`config.mk`:
```
export PLATFORM = sky130hd
export DESIGN_NAME = key_count_display
export DESIGN_NICKNAME = d
export VERILOG_FILES = /design/src/rtl/seg_pkg.sv /design/src/rtl/seg7_decode.sv /design/src/rtl/key_count_display.sv
export SDC_FILE = /design/constraint.sdc
export NUM_CORES = 1
export LEC_CHECK = 0
export CORE_MARGIN = 1.5
export CORE_UTILIZATION = 30
export DETAILED_ROUTE_END_ITERATION = 10
export PLACE_DENSITY = 0.63
export RECOVER_POWER = 25
export SYNTH_ARGS = -nofsm -noshare
export SYNTH_HDL_FRONTEND = slang
export SYNTH_SLANG_ARGS = --single-unit
```
`constraint.sdc`:
```
create_clock -name clk -period 4.6 [get_ports clk]
set_input_delay 1.38 -clock clk [delete_from_list [all_inputs] [get_ports clk]]
set_output_delay 1.38 -clock clk [all_outputs]
set_load 0.01 [all_outputs]
```
`src/rtl/seg_pkg.sv`:
```
// seg_pkg: shared 7-segment constants, active-high patterns {dp,g,f,e,d,c,b,a}.
package seg_pkg;
    localparam int BCD_W = 4;
    localparam int DIG_N_DEF = 4;
    localparam logic [7:0] SEG_BLANK = 8'h00;
    localparam logic [9:0][7:0] SEG_PAT = {8'h6F, 8'h7F, 8'h07, 8'h7D, 8'h6D,
                                           8'h66, 8'h4F, 8'h5B, 8'h06, 8'h3F};
endpackage

```
`src/rtl/seg7_decode.sv`:
```
// seg7_decode: BCD digit to 7-segment pattern; codes A..F blank, dp always off.
module seg7_decode
    import seg_pkg::*;
#(
    parameter bit ACT_LOW = 1'b1
) (
    input  logic [BCD_W-1:0] bcd_i,
    output logic [7:0]       seg_o
);
    always_comb seg_o = ((bcd_i < 4'd10) ? SEG_PAT[bcd_i] : SEG_BLANK) ^ {8{ACT_LOW}};
endmodule

```
`src/rtl/key_count_display.sv`:
```
// key_count_display: decimal key-press counter driving a multiplexed 7-segment display.
// Define KEY_COUNT_LEAD_ZERO_BLANK_EN to blank leading zero digits (digit 0 always shown).
module key_count_display
    import seg_pkg::*;
#(
    parameter int DIG_N       = DIG_N_DEF,
    parameter bit SEG_ACT_LOW = 1'b1
) (
    input  logic                   clk,
    input  logic                   rst,
    input  logic                   anjian_en,
    input  logic                   wei_clk,
    output logic [DIG_N-1:0]       wei,
    output logic [7:0]             duan,
    output logic [BCD_W*DIG_N-1:0] cnt_bcd,
    output logic                   carry_out
);
    logic [1:0]             sync_q;
    logic                   edge_q;
    logic [BCD_W*DIG_N-1:0] cnt_q, cnt_d;
    logic                   carry_q, carry_d;
    logic [2:0]             idx_q, idx_d;
    logic                   active_q, active_d;
    logic [DIG_N-1:0]       wei_q, wei_d;
    logic [7:0]             duan_q, duan_d;
    logic                   tick, c, nine, lz;
    logic [BCD_W-1:0]       dig, code;
    logic [7:0]             seg;
    always_comb begin
        tick = sync_q[1] & ~edge_q;
        idx_d = tick ? ((idx_q >= 3'(DIG_N - 1)) ? 3'd0 : idx_q + 3'd1) : idx_q;
        active_d = active_q | tick;
        cnt_d = cnt_q;
        c = anjian_en;
        nine = 1'b0;
        for (int i = 0; i < DIG_N; i++) begin
            nine = cnt_q[BCD_W*i +: BCD_W] == 4'd9;
            cnt_d[BCD_W*i +: BCD_W] = c ? (nine ? 4'd0 : cnt_q[BCD_W*i +: BCD_W] + 4'd1)
                                        : cnt_q[BCD_W*i +: BCD_W];
            c = c & nine;
        end
        carry_d = c;
        // The digit shown next cycle is the one the new index points at, pre-increment.
        dig = cnt_q[BCD_W*idx_d +: BCD_W];
        lz = idx_d != 3'd0;
        for (int i = 0; i < DIG_N; i++)
            lz = lz & ((i < int'(idx_d)) | (cnt_q[BCD_W*i +: BCD_W] == 4'd0));
`ifdef KEY_COUNT_LEAD_ZERO_BLANK_EN
        code = lz ? 4'hF : dig;
`else
        code = dig;
`endif
        wei_d = active_d ? (DIG_N'(1) << idx_d) ^ {DIG_N{SEG_ACT_LOW}} : {DIG_N{SEG_ACT_LOW}};
    end
    seg7_decode #(.ACT_LOW(SEG_ACT_LOW)) u_dec (.bcd_i(code), .seg_o(seg));
    assign duan_d = active_d ? seg : {8{SEG_ACT_LOW}};
    always_ff @(posedge clk) begin
        if (!rst) begin
            sync_q   <= '0;
            edge_q   <= 1'b0;
            cnt_q    <= '0;
            carry_q  <= 1'b0;
            idx_q    <= '0;
            active_q <= 1'b0;
            wei_q    <= {DIG_N{SEG_ACT_LOW}};
            duan_q   <= {8{SEG_ACT_LOW}};
        end else begin
            sync_q   <= {sync_q[0], wei_clk};
            edge_q   <= sync_q[1];
            cnt_q    <= cnt_d;
            carry_q  <= carry_d;
            idx_q    <= idx_d;
            active_q <= active_d;
            wei_q    <= wei_d;
            duan_q   <= duan_d;
        end
    end
    assign wei       = wei_q;
    assign duan      = duan_q;
    assign cnt_bcd   = cnt_q;
    assign carry_out = carry_q;
endmodule

```
==> results.yml <==
outcome:
  outcome: "complete, no violations"
worst_hold_path:
  worstHoldEndpoint: "sync_q[1]"
  min_path_type: "reg -> reg"
  hold_start: "sync_q[0]"
  holdPathStages: 1
synthesis:
  synth_largest_area_cell: "dfxtp_1"
  yosys_warnings: 0
  avgSynthCellArea_um2: 9.637
  synth_edf_count: 0
  syn-num-nets: 188
  synth.cell_area_mm2: 0.001715
  synth.area.top_cells: "dfxtp_1, nor2b_1, ha_1"
  synth_seq_cells: 35
  synthCells: 178
  synth_common_cells: "dfxtp_1, nor2b_1, a21oi_1, and2_1, nand2_1"
  synthArstFlopShare: 0
  synth.most_common_cell: "dfxtp_1"
  yosys.area.top_type_share: 0.4085
  yosys_most_used_dff: "dfxtp_1"
  seq_area_frac_synth: 0.4085
  synth_cell_types: 47
critical_path:
  critPathSlowestCell: "clkbuf_1"
  crit_chain: "dlygate4sd3_1 -> clkbuf_1 -> o21ai_0 -> inv_1 -> nand2_1 -> or3_1"
  cp-end-kind: "flop"
  cpPeakStageDelay_ns: 0.69
  crit_required_ns: 4.77
  crit_arrival_ns: 3.77
  path_delay_family: "buffers and inverters"
  r2r-end: "duan[5]"
  worstSetupPathType: "in -> reg"
  cp_max_fo: 25
  worst-r2r-setup-slack_ns: 1.68
  reg2regPathDepth: 9
  path_buf_inv: 3
  cp-start-kind: "input port"
  worstReg2RegStart: "idx_q[0]"
cells_and_area:
  antenna_cells: 0
  multiInputGateArea_um2: 958.4
  final_util: 0.3976
  nFillCells: 549
  ff_latch_area_um2: 700.7
  synthToLayoutAreaGrowth_pct: 27.64
  final_nets: 222
  design_area_mm2: 0.002190
  drive_gt1_frac: 0.08920
floorplan:
  fp-row-count: 27
  core_area_mm2: 0.005507
  fp.dieH_um: 78.62
  initial_core_util: 0.3115
  ioPinCount: 33
  die_area_mm2: 0.006180
  die_w_um: 78.62
flow_run:
  cap_violations: 0
placed_design:
  port_buffers: 31
  dpl-instance-area_mm2: 0.002093
  dp_hpwl_um: 2485
  place.gp.congestion: 0.8105
global_route:
  grt_pass1_vias: 1201
  gr-total-overflow: 0
  grt_pass1_wl_um: 5727
  grt_start_max_net_pins: 26
  antenna_found_initial: 0
  grt_usage: 0.1188
timing:
  min_period_ns: 3.601
  setup_tns_ns: 0
  drv_slew: 0
  tightest_slew_ns: 0.9316
  fin_crit_sh: 0.7829
  rsz0062_at_grt: "false"
  max_freq_ghz: 0.2777
  setup_viol: 0
  final_hold_viol_count: 0
  slew_headroom: 0.3789
  fin_worst_skew_ns: 0.002818
power_and_ir_drop:
  p_per_area_mw_per_mm2: 281.0
  p_int_w: 0.0004760
  ir_worst_vdd_uv: 95.63
  power_frac_clock: 0.393
  seqPwrFrac: 0.514
  combinationalPowerShare: 0.093
  swShare: 0.2264
  p_leak_nw: 0.8156
  power.switching_w: 0.0001393
detailed_routing:
  via_per_inst: 4.786
  routed_wl_um: 3510
  wl_per_cell_um: 12.32
  vias: 1364
  firstDrtPassIters: 4
  ant_nets: 0
  route.detailed.drc: 0
  drtIter0Drc: 40
cts:
  cts_resized: 0
  ctsHoldBuffers: 0
  post-cts-setup-buffer-count: 0
  clk_latency_ns: 0.28
  cts.sinks: 35
  cts_made_buffers: 5
  clk_pin_slew_ns: 0.06
  cts_buffer_depth: 2
  htree_levels: 2
  tritoncts: "yes"
  cts_root_buf: "clkbuf_8"
[metal layers]
| metal | global-route usage | wire length (µm) | part of all wire | vias up |
|---|---|---|---|---|
| li1 | - | - | - | 691 |
| met5 | 0 | 0 | 0 | - |
| met2 | 0.1862 | 1571 | 0.45 | 36 |
| met3 | 0.04302 | 208 | 0.059 | 3 |
| met1 | 0.1536 | 1712 | 0.49 | 634 |
| met4 | 0.03036 | 18 | 0.0051 | 0 |
[area by class of cell]
cell class | count | area share
clock buffer | 8 | 0.04571
inverter | 7 | 0.01200
multi-input combinational | 131 | 0.4377
sequential | 35 | 0.3200
tap | 72 | 0.04114
timing repair buffer | 32 | 0.1434
[worst register-to-register path: stages (launching register included)]
cell     delay (ns)
dfxtp_1        0.38
ha_1           0.21
nor4b_4        0.06
mux2i_2        0.68
mux4_2         0.61
nand2_2        0.15
inv_1          0.08
ha_1           0.19
nor4_1         0.37
a21oi_1        0.07
[power groups by stage]
stage | Combinational [W] | Clock (W) | Sequential [W]
2_1_floorplan | 0.0000367 | 0 | 0.000325
3_3_place_gp | 0.0000574 | 0 | 0.000323
3_5_place_dp | 0.0000581 | 0 | 0.000323
4_1_cts | 0.0000584 | 0.000250 | 0.000316
5_1_grt | 0.0000632 | 0.000264 | 0.000317
6_report | 0.0000574 | 0.000242 | 0.000316
[state kept, by name, summed over array words and instances, names as in the netlist]
register	count
edge_q	1
sync_q	2
idx_q	3
carry_out	1
cnt_bcd	16
duan	7
active_q	1
wei	4
[through the flow]
stage	setup slack, ns	total power (W)	hold slack [ns]	instances
final	0.9985	0.0006153	0.4342	285
after global routing	0.8500	0.0006437	0.4552	285
after CTS	1.500	0.0006247	0.4349	285
after detailed placement	1.249	0.0003813	0.4184	277
after global placement	1.291	0.0003805	0.4195	277
after floorplan	1.916	0.0003614	0.4119	178
[layout by cell type, fill, tap and decap left out, types with 2 or more instances in the layout]
cell | synthesis | routed
dfxtp_1 | 35 | 35
clkdlybuf4s50_1 | 0 | 29
nor2b_1 | 15 | 15
nand2_1 | 10 | 10
and2_1 | 10 | 10
a21oi_1 | 10 | 10
mux2i_1 | 7 | 7
clkbuf_8 | 0 | 7
inv_1 | 6 | 6
xnor2_1 | 6 | 6
nor2_1 | 6 | 6
o21ai_0 | 5 | 6
nor3_1 | 6 | 6
nor3b_1 | 6 | 6
ha_1 | 6 | 6
nand3_1 | 4 | 4
o21ai_1 | 5 | 4
xor2_1 | 3 | 3
a21o_1 | 2 | 2
nor4_1 | 2 | 2
or3_1 | 2 | 2
a21boi_0 | 0 | 2
clkbuf_1 | 3 | 2
dlygate4sd3_1 | 0 | 2
[kinds of logic after synthesis]
group	after synthesis	synth area share
AND/OR/NAND/NOR	71	0.2553
flip-flops	35	0.4085
AO/OA/AOI/OAI	34	0.1430
buffers and inverters	12	0.03282
multiplexers	10	0.06856
XOR/XNOR	9	0.04595
adder cells (fa/ha/maj)	6	0.04376
other	1	0.002186
[worst max-delay path by stage]
| stage | start | end | slack (ns) | cells past startpoint |
|---|---|---|---|---|
| after floorplan | anjian_en | cnt_bcd[15] | 1.92 | 7 |
| after global placement | anjian_en | cnt_bcd[15] | 1.29 | 7 |
| after detailed placement | anjian_en | cnt_bcd[15] | 1.25 | 7 |
| after CTS | anjian_en | cnt_bcd[15] | 1.50 | 7 |
| after global routing | rst | wei[3] | 0.85 | 6 |
| final | rst | wei[3] | 1.0 | 6 |
Power figures use the tool's default switching activity.
==> variant: new RTL, config.mk and constraints unchanged <==
Put one more register stage on the output `cnt_bcd`. The value now appears one clock later. The other outputs are not delayed to match.
--- a/src/rtl/key_count_display.sv
+++ b/src/rtl/key_count_display.sv
@@ -77,7 +77,9 @@
     end
     assign wei       = wei_q;
     assign duan      = duan_q;
-    assign cnt_bcd   = cnt_q;
+    always_ff @(posedge clk) begin
+        cnt_bcd <= cnt_q;
+    end
     assign carry_out = carry_q;
 endmodule
 
Behaviour: not the same (Yosys sat finds a counterexample within 4 cycles, from zero or initial values and one cycle with rst low).
==> variant against the unedited design <==
  * Area after synthesis up 25%
  * Sequential cell count increased by 16
  * Worst hold slack got worse by 0.033 ns
  * Synthesized cell count rose by 21%
  * Core utilization fell by 1.5 points
  * Routed wire length is 17% higher
  * Power up 26%
  * Register-to-register slack better by 0.02 ns
  * Via count grew 17%
  * Design area rose by 20%
  * Setup slack better by 0.26 ns
  * Maximum frequency is 7.7% higher
  * Global-route usage down 0.10 points
  * First-iteration DRC count is 110% higher
  * Largest power group unchanged
==> variant: results (changes against the unedited design) <==
metric;value;unit;change
postSynth.asyncResetShare;0;%;unchanged
antenna-diode-count;0;;unchanged
grt_antenna_before_repair;0;;unchanged
dr.pass1.iters;4;;unchanged
ctsRootBufferMaster;clkbuf_8;;unchanged
yosys-top-cells-count;51 x dfxtp_1, 23 x nor2_1, 11 x nand2_1, 9 x inv_1;;was 35 x dfxtp_1, 15 x nor2b_1, 10 x a21oi_1, 10 x and2_1, 10 x nand2_1
placed_area;2540;sq um;was 2093 sq um
ys.flop_type;dfxtp_1;;unchanged
global_route_wire_length_before_repair;7162;um;was 5727 um
post_cts_buffers;0;;unchanged
skew;0.01453;ns;was 0.002818 ns
max-vdd-ir-drop;127.3;uV;was 95.63 uV
p_int;0.0005843;W;was 0.0004760 W
route.detailed.wl_per_inst;11.95;um;was 12.32 um
skew_pair_late_insertion_delay;0.31;ns;was 0.28 ns
max_slew_margin;56.10;%;was 37.89%
fillers;688;;was 549
crit_path_max_incr_delay;0.54;ns;was 0.69 ns
detailed_place_hpwl;2877;um;was 2485 um
final_layout_size_suffix_gt1_share;10.04;%;was 8.920%
grt_pass1_vias;1512;;was 1,201
cts-buffers-inserted;5;;unchanged
place.gp.congestion;0.8009;;was 0.8105
synth_fp_nets;226;;was 188
critical_path_peak_fanout;7;;was 25
critical_path.top_delay_family;simple AND/OR/NAND/NOR gates;;was buffers and inverters
power_leakage;0.9616;nW;was 0.8156 nW
ys_seq_area_share;47.64;%;was 40.85%
critPathArrivalTime;3.58;ns;was 3.77 ns
synth.distinct_cells;55;;was 47
outcome;finished, final reports clean;;unchanged
cts-root-to-sink-buffers;2;;unchanged
hold_class;register to register;;unchanged
drt-initial-drc-count;84;;was 40
detailroute.via_count;1602;;was 1,364
grt.total_usage;11.78;%;was 11.88%
critical_path.slowest_cell;clkdlybuf4s50_1;;was clkbuf_1
regToRegSetupSlack;1.70;ns;was 1.68 ns
nets_finish;258;;was 222
clk_pin_slew_worst_paths;0.10;ns;was 0.06 ns
post_synth_main_area_contributors;dfxtp_1 48%, nor2_1 4.0%, ha_1 3.5%, xnor2_1 2.9%, mux2i_1 2.3%;;was dfxtp_1 41%, nor2b_1 5.5%, ha_1 4.4%, mux2i_1 4.1%, and2_1 3.6%
numPortBuffers;31;;unchanged
h-tree-depth;2;;unchanged
grt_max_degree;22;;was 26
postCtsResizedCells;0;;unchanged
synthesis.yosys.warnings;0;;unchanged
-- variant: cell types whose count changed after synthesis, moves of 3 or more --
cell      unedited run  this run
and2_1              10         5
and3_1               1         4
dfxtp_1             35        51
inv_1                6         9
nand2b_1             1         8
nor2_1               6        23
nor2b_1             15         6
-- variant: layer usage --
layer	share of wire, %	vias to the layer above	wire length (um)	track usage (%)
li1	-	812	-	-
met1	48	757	1987	15.33
met2	47	27	1936	19.30
met3	3.1	6	129	2.559
met4	1.7	0	70	4.040
met5	0	-	0	0
-- variant: final cells by class --
type,count,area (sq um),share of cell area [%]
flip-flops and latches,51,1021,38.84
inverters,10,37.54,1.428
clock inverters,3,20.02,0.7615
well taps,96,120.1,4.569
clock buffers,5,68.82,2.618
repair buffers,31,310.3,11.80
multi-input cells,149,1051,39.98
-- variant: worst paths after layout --
path,cells after the start,endpoint,start
max,7,cnt_q[13],anjian_en
min,0,cnt_bcd[15],cnt_q[15]
max reg2reg,9,duan[0],idx_q[0]
min reg2reg,0,cnt_bcd[15],cnt_q[15]
-- variant: through the flow --
stage               instances  setup WS (ns)  power (W)  hold WS [ns]
finish                    345          1.256  0.0007741        0.4011
global route              345          1.146  0.0008100        0.4044
CTS                       345          1.256  0.0007805        0.3973
detailed placement        337         0.9331  0.0005282        0.3788
global placement          337         0.9732  0.0005271        0.3726
floorplan                 216          1.645  0.0005064        0.3508
-- variant: logic make-up (layout without fill, tap and decap cells) --
| group | after synthesis | in the layout | synth area share (%) |
|---|---|---|---|
| AO/OA/AOI/OAI | 36 | 36 | 12.61 |
| XOR/XNOR | 8 | 8 | 3.269 |
| adder cells (fa/ha/maj) | 6 | 6 | 3.503 |
| buffers and inverters | 16 | 49 | 3.327 |
| flip-flops | 51 | 51 | 47.64 |
| multiplexers | 10 | 10 | 5.312 |
| other | 1 | 1 | 0.1750 |
| AND/OR/NAND/NOR | 88 | 88 | 24.17 |
-- variant: power by group through the flow --
stage	sequential [W]	combinational, W	clock (W)
3_5_place_dp	0.000467	0.0000609	0
2_1_floorplan	0.000468	0.0000381	0
4_1_cts	0.000457	0.0000612	0.000262
5_1_grt	0.000459	0.0000681	0.000283
3_3_place_gp	0.000467	0.0000598	0
6_report	0.000457	0.0000605	0.000257
